File: src/rtl/ctrl_sequencer.sv
// ctrl_sequencer: multi-cycle fetch/decode/execute/memory/write-back controller.
// CTRL is registered from the next-state decode so it always matches STATE.
module ctrl_sequencer (
  input  logic        CLK,
  input  logic        RST,
  input  logic [31:0] INSTRUCTION,
  input  logic        ZERO,
  input  logic        MEM_READY,
  output logic [31:0] CTRL,
  output logic [2:0]  STATE,
  output logic [31:0] INSTR_COUNT,
  output logic        ILLEGAL
);
  typedef enum logic [2:0] {
    S_RESET  = 3'd0,
    S_FETCH  = 3'd1,
    S_DECODE = 3'd2,
    S_EXE    = 3'd3,
    S_MEM    = 3'd4,
    S_WB     = 3'd5
  } state_t;

  state_t      state_q, state_d;
  logic [31:0] ir_q, ir_d;
  logic        zero_q, zero_d;
  logic [31:0] ctrl_d;

  logic [5:0]  opcode, funct;
  logic        legal, mem_rd, mem_wr, is_push, reg_wr, sp_ld;
  logic        pc_sel_1, pc_sel_3, is_beq, is_bne, taken;
  logic [4:0]  alu_op;
  logic [4:0]  opnd_sel;  // {op2_sel_4, op2_sel_3, op2_sel_2, op2_sel_1, op1_sel_1}
  logic [2:0]  wa_sel;    // {wa_sel_3, wa_sel_2, wa_sel_1}
  logic [2:0]  wd_sel;    // {wd_sel_3, wd_sel_2, wd_sel_1}
  logic        ir_unused;

  // Decode works on the IR value that will be current next cycle, so the
  // registered control word lines up with the state it belongs to.
  assign ir_d      = (state_q == S_FETCH && MEM_READY) ? INSTRUCTION : ir_q;
  assign zero_d    = (state_q == S_EXE) ? ZERO : zero_q;
  assign opcode    = ir_d[31:26];
  assign funct     = ir_d[5:0];
  assign ir_unused = ^ir_d[25:6];
  assign taken     = (is_beq & zero_d) | (is_bne & ~zero_d);

  always_comb begin
    legal    = 1'b1;
    alu_op   = '0;
    opnd_sel = '0;
    mem_rd   = 1'b0;
    mem_wr   = 1'b0;
    is_push  = 1'b0;
    reg_wr   = 1'b0;
    wa_sel   = '0;
    wd_sel   = '0;
    sp_ld    = 1'b0;
    pc_sel_1 = 1'b1;
    pc_sel_3 = 1'b1;
    is_beq   = 1'b0;
    is_bne   = 1'b0;
    if (opcode == 6'h00) begin
      opnd_sel = 5'b10000;
      reg_wr   = 1'b1;
      wa_sel   = 3'b100;
      wd_sel   = 3'b100;
      case (funct)
        6'h20: alu_op = 5'd1;
        6'h22: alu_op = 5'd2;
        6'h2C: alu_op = 5'd3;
        6'h24: alu_op = 5'd6;
        6'h25: alu_op = 5'd7;
        6'h27: alu_op = 5'd8;
        6'h2A: alu_op = 5'd9;
        6'h01: begin alu_op = 5'd5; opnd_sel = 5'b01010; end
        6'h02: begin alu_op = 5'd4; opnd_sel = 5'b01010; end
        6'h08: begin reg_wr = 1'b0; wa_sel = '0; wd_sel = '0; pc_sel_1 = 1'b0; end
        default: legal = 1'b0;
      endcase
    end else begin
      case (opcode)
        6'h08: begin alu_op = 5'd1; opnd_sel = 5'b00100; reg_wr = 1'b1; wa_sel = 3'b101; wd_sel = 3'b100; end
        6'h1D: begin alu_op = 5'd3; opnd_sel = 5'b00100; reg_wr = 1'b1; wa_sel = 3'b101; wd_sel = 3'b100; end
        6'h0C: begin alu_op = 5'd6; reg_wr = 1'b1; wa_sel = 3'b101; wd_sel = 3'b100; end
        6'h0D: begin alu_op = 5'd7; reg_wr = 1'b1; wa_sel = 3'b101; wd_sel = 3'b100; end
        6'h0F: begin reg_wr = 1'b1; wa_sel = 3'b101; wd_sel = 3'b110; end
        6'h0A: begin alu_op = 5'd9; opnd_sel = 5'b00100; reg_wr = 1'b1; wa_sel = 3'b101; wd_sel = 3'b100; end
        6'h04: begin alu_op = 5'd2; opnd_sel = 5'b10000; is_beq = 1'b1; end
        6'h05: begin alu_op = 5'd2; opnd_sel = 5'b10000; is_bne = 1'b1; end
        6'h23: begin
          alu_op = 5'd1; opnd_sel = 5'b00100; mem_rd = 1'b1;
          reg_wr = 1'b1; wa_sel = 3'b101; wd_sel = 3'b101;
        end
        6'h2B: begin alu_op = 5'd1; opnd_sel = 5'b00100; mem_wr = 1'b1; end
        6'h02: pc_sel_3 = 1'b0;
        6'h03: begin pc_sel_3 = 1'b0; reg_wr = 1'b1; wa_sel = 3'b010; wd_sel = 3'b000; end
        6'h1B: begin alu_op = 5'd2; opnd_sel = 5'b01001; mem_wr = 1'b1; is_push = 1'b1; sp_ld = 1'b1; end
        6'h1C: begin
          alu_op = 5'd1; opnd_sel = 5'b01001; mem_rd = 1'b1; sp_ld = 1'b1;
          reg_wr = 1'b1; wa_sel = 3'b000; wd_sel = 3'b101;
        end
        default: legal = 1'b0;
      endcase
    end
  end

  always_comb begin
    state_d = state_q;
    case (state_q)
      S_RESET:  state_d = S_FETCH;
      S_FETCH:  if (MEM_READY) state_d = S_DECODE;
      S_DECODE: state_d = legal ? S_EXE : S_FETCH;
      S_EXE:    state_d = (mem_rd | mem_wr) ? S_MEM : S_WB;
      S_MEM:    if (MEM_READY) state_d = S_WB;
      S_WB:     state_d = S_FETCH;
      default:  state_d = S_RESET;
    endcase
  end

  // ALU/operand selects stay asserted through MEM and WB so the address and
  // write-back data from the combinational ALU remain stable.
  always_comb begin
    ctrl_d = '0;
    case (state_d)
      S_FETCH: begin
        ctrl_d[31] = 1'b1;
        ctrl_d[30] = 1'b1;
        ctrl_d[4]  = 1'b1;
      end
      S_DECODE: begin
        ctrl_d[7] = 1'b1;
        ctrl_d[6] = ~is_push;
      end
      S_EXE: ctrl_d[25:16] = {alu_op, opnd_sel};
      S_MEM: begin
        ctrl_d[25:16] = {alu_op, opnd_sel};
        ctrl_d[27]    = mem_rd;
        ctrl_d[4]     = mem_rd;
        ctrl_d[28]    = mem_wr;
        ctrl_d[5]     = mem_wr;
        ctrl_d[26]    = is_push;
        ctrl_d[29]    = is_push;
      end
      S_WB: begin
        ctrl_d[25:16] = {alu_op, opnd_sel};
        ctrl_d[15]    = sp_ld;
        ctrl_d[14:12] = wd_sel;
        ctrl_d[11:9]  = wa_sel;
        ctrl_d[8]     = reg_wr;
        ctrl_d[3]     = pc_sel_3;
        ctrl_d[2]     = taken;
        ctrl_d[1]     = pc_sel_1;
        ctrl_d[0]     = 1'b1;
      end
      default: ctrl_d = '0;
    endcase
  end

  always_ff @(posedge CLK) begin
    if (RST) begin
      state_q     <= S_RESET;
      ir_q        <= '0;
      zero_q      <= 1'b0;
      CTRL        <= '0;
      INSTR_COUNT <= '0;
      ILLEGAL     <= 1'b0;
    end else begin
      state_q <= state_d;
      ir_q    <= ir_d;
      zero_q  <= zero_d;
      CTRL    <= ctrl_d;
      ILLEGAL <= (state_d == S_DECODE) && !legal;
      if (state_d == S_WB) INSTR_COUNT <= INSTR_COUNT + 32'd1;
    end
  end

  assign STATE = state_q;

endmodule

File: config.mk
export PLATFORM = sky130hd
export DESIGN_NAME = ctrl_sequencer
export DESIGN_NICKNAME = d
export VERILOG_FILES = /design/src/rtl/ctrl_sequencer.sv
export SDC_FILE = /design/constraint.sdc
export NUM_CORES = 1
export LEC_CHECK = 0
export BUFFER_PORTS_ARGS = -buffer_cell sky130_fd_sc_hd__buf_2
export CORE_MARGIN = 5
export CORE_UTILIZATION = 50
export CTS_CLUSTER_DIAMETER = 200
export DETAILED_ROUTE_END_ITERATION = 6
export PLACE_DENSITY = 0.86
export SLEW_MARGIN = 5
export SYNTH_ARGS = -nofsm -noshare
export SYNTH_HDL_FRONTEND = slang
export SYNTH_SLANG_ARGS = --single-unit
export TNS_END_PERCENT = 20
File: constraint.sdc
create_clock -name CLK -period 2.8 [get_ports CLK]
set_input_delay 0.14 -clock CLK [delete_from_list [all_inputs] [get_ports CLK]]
set_output_delay 0.14 -clock CLK [all_outputs]
set_load 0.01 [all_outputs]
==> flow_summary.ini <==
[placed_design]
gp_congestion = 0.967
io_buffers = 82
place_hpwl_um = 8460

[cells_and_area]
nNetsFinal = 642
syn2layout_area_growth_pct = 18.6
num-fill-cells = 765
drive_gt1_frac = 0.246
n_antenna_cell = 0

[floorplanning]
core_area_um2 = 8550
die_w_um = 103
initial_core_util = 0.505
io_pins = 104
row_count = 34
die_h_um = 103
die_area_um2 = 10600

[global_route]
antenna_found_initial = 0
grt_pass1_wl_um = 18900
grt-ovfl-total = 0
grt_max_degree = 32
grt_pass1_vias = 4056
track_usage = 0.222

[synth]
seq_area_frac_synth = 0.357
ys_types = 63
synth_edf_count = 0
synth_top_area_cell = dfxtp_1
ys_seq_elements = 77
synth_top_area_share = 0.357
synth_area_um2 = 4320
syn_area_per_cell_um2 = 8.26
synth_cells = 523
synth_nets = 560
synth-async-reset-ratio = 0
yosys_most_used_dff = dfxtp_1
synth_warnings = 0
synthTopCellsByArea = dfxtp_1, xnor2_1, nor2_1, mux2i_1, a21oi_1

[power_and_ir_drop]
switching_share = 0.280
peakVddDrop_mv = 0.379
power_frac_clock = 0.358
power_mw = 2.53
p_leak_nw = 2.06
pwr-share-comb = 0.188
p_per_area_nw_per_um2 = 493
p_sw_uw = 707
internal_power_mw = 1.82
seqPwrFrac = 0.453

[drt]
route.detailed.wl_per_inst_um = 16.2
drc_errors = 0
finalWirelength_um = 11700
initialDrtViolationCount = 309
drt_first_pass_iters = 4
vias = 4174
antenna_left = 0
vias_per_cell = 5.81

[setup_path]
startpoint_type = flip-flop
cp.required_ns = 3.05
path_max_fanout = 16
critPathCaptureType = flip-flop
crit_type = reg -> reg
arrival_ns = 2.97

[sta]
timing.fmax_mhz = 368
setup_viol = 0
worst_slew_pin_slew_ns = 0.635
hold_viol = 0
post-route-min-period_ns = 2.72
relSlewSlack = 0.566
finalMaxSlewViolations = 0
finalCritPeriodShare = 0.970
rsz0062_at_grt = yes
tns_ns = 0
finalClockSkew_ns = 0.00588

[clocking]
cts_made_buffers = 9
clk_pin_slew_worst_paths_ns = 0.08
post_cts_buffers = 0
cts_root_buffer = clkbuf_8
clk_latency_ns = 0.35
cts_tree = built
htreeDepth = 3
numClockSinks = 77
cts_max_path_buffers = 2

[flow_run]
maxCapViolCount = 0

[min_path]
min_path_type = in -> reg

[outcome]
status = finished clean
==> cells in the mapped netlist, types with 12 or more instances <==
master	count
o21ai_0	14
mux2_2	12
mux2i_1	18
a21oi_1	30
a211oi_1	15
nand3_1	25
dfxtp_1	77
xnor2_1	32
clkbuf_1	23
nor2_1	74
nor3_1	21
nand2_1	37
==> sequential cells by signal (all words and copies together), names as in the netlist <==
register	cells
ILLEGAL	1
zero_q	1
CTRL	28
STATE	3
ir_q	12
INSTR_COUNT	32
==> through the flow <==
step                 util  instances  hold WS [ns]  setup slack (ns)  instance area, µm²
finish              0.599        718         0.116            0.0837                5120
global route        0.599        718         0.162           -0.0300                5120
CTS                 0.599        718         0.118            0.0866                5120
detailed placement  0.574        702         0.484             0.150                4910
global placement    0.574        702         0.487             0.180                4910
floorplan               -        523         0.321             0.180                4320
==> cell usage in the layout, fill, tap and decap left out, types with 12 or more instances in the layout <==
cell,instances
nor2_1,74
mux2i_1,18
buf_2,82
mux2_2,12
a21oi_1,30
nand3_1,25
xnor2_1,32
a211oi_1,15
buf_4,24
dfxtp_1,76
nor3_1,20
nand2_1,37
o21ai_0,14
==> critical path, stage by stage, from the launching register on <==
cell	delay, ns
dfxtp_1	0.33
nand4bb_2	0.33
buf_12	0.23
mux2i_4	0.19
buf_4	0.19
nand3_1	0.16
nand4_1	0.27
a2111oi_0	0.67
xnor2_1	0.19
nor2_1	0.05
==> per-layer routing <==
| metal | vias to the layer above | global-route usage | part of all wire | wire length (µm) |
|---|---|---|---|---|
| met5 | - | 0 | 0 | 0 |
| met4 | 0 | 0.0697 | 0.016 | 187 |
| met3 | 25 | 0.0595 | 0.074 | 859 |
| met2 | 141 | 0.358 | 0.47 | 5460 |
| met1 | 1986 | 0.291 | 0.44 | 5150 |
| li1 | 2022 | - | - | - |
==> area by class of cell <==
cell class / count / area [µm²] / share of cell area
multi-input cells: 401 / 2580 / 0.503
flip-flops and latches: 77 / 1540 / 0.301
repair buffers: 108 / 631 / 0.123
clock buffers: 12 / 135 / 0.0264
well taps: 108 / 135 / 0.0264
clock inverters: 4 / 72.6 / 0.0142
inverters: 8 / 30.0 / 0.00586
==> path summary, 6_finish.rpt <==
check	start	to	slack, ns	depth (start not counted)
setup / recovery	STATE[2]	INSTR_COUNT[24]	0.08	9
hold reg to reg	INSTR_COUNT[8]	INSTR_COUNT[8]	0.54	2
setup reg to reg	STATE[2]	INSTR_COUNT[24]	0.08	9
hold / removal	ZERO	zero_q	0.12	3
==> logic make-up after synthesis <==
family / after synthesis / synth area share
and+or+nand+nor: 231 / 0.269
AOI/OAI and AO/OA: 99 / 0.158
DFF: 77 / 0.357
buffers and inverters: 45 / 0.0487
muxes: 35 / 0.0950
xor gates and xnor gates: 34 / 0.0689
adders and majority gates: 1 / 0.00290
other: 1 / 0.000868
==> timing repair <==
item,4_1_cts,5_1_grt
endpoints found under the hold margin,0,0
setup endpoints to repair,0,17
hold buffers,0,0
resized for setup,0,2
==> power by group through the flow <==
stage | registers [mW] | clock network, mW | logic [mW]
3_5_place_dp | 1.17 | 0 | 0.462
4_1_cts | 1.14 | 0.916 | 0.466
3_3_place_gp | 1.17 | 0 | 0.456
6_report | 1.15 | 0.905 | 0.476
5_1_grt | 1.15 | 0.958 | 0.515
2_1_floorplan | 1.16 | 0 | 0.332
Power figures use the tool's default switching activity.
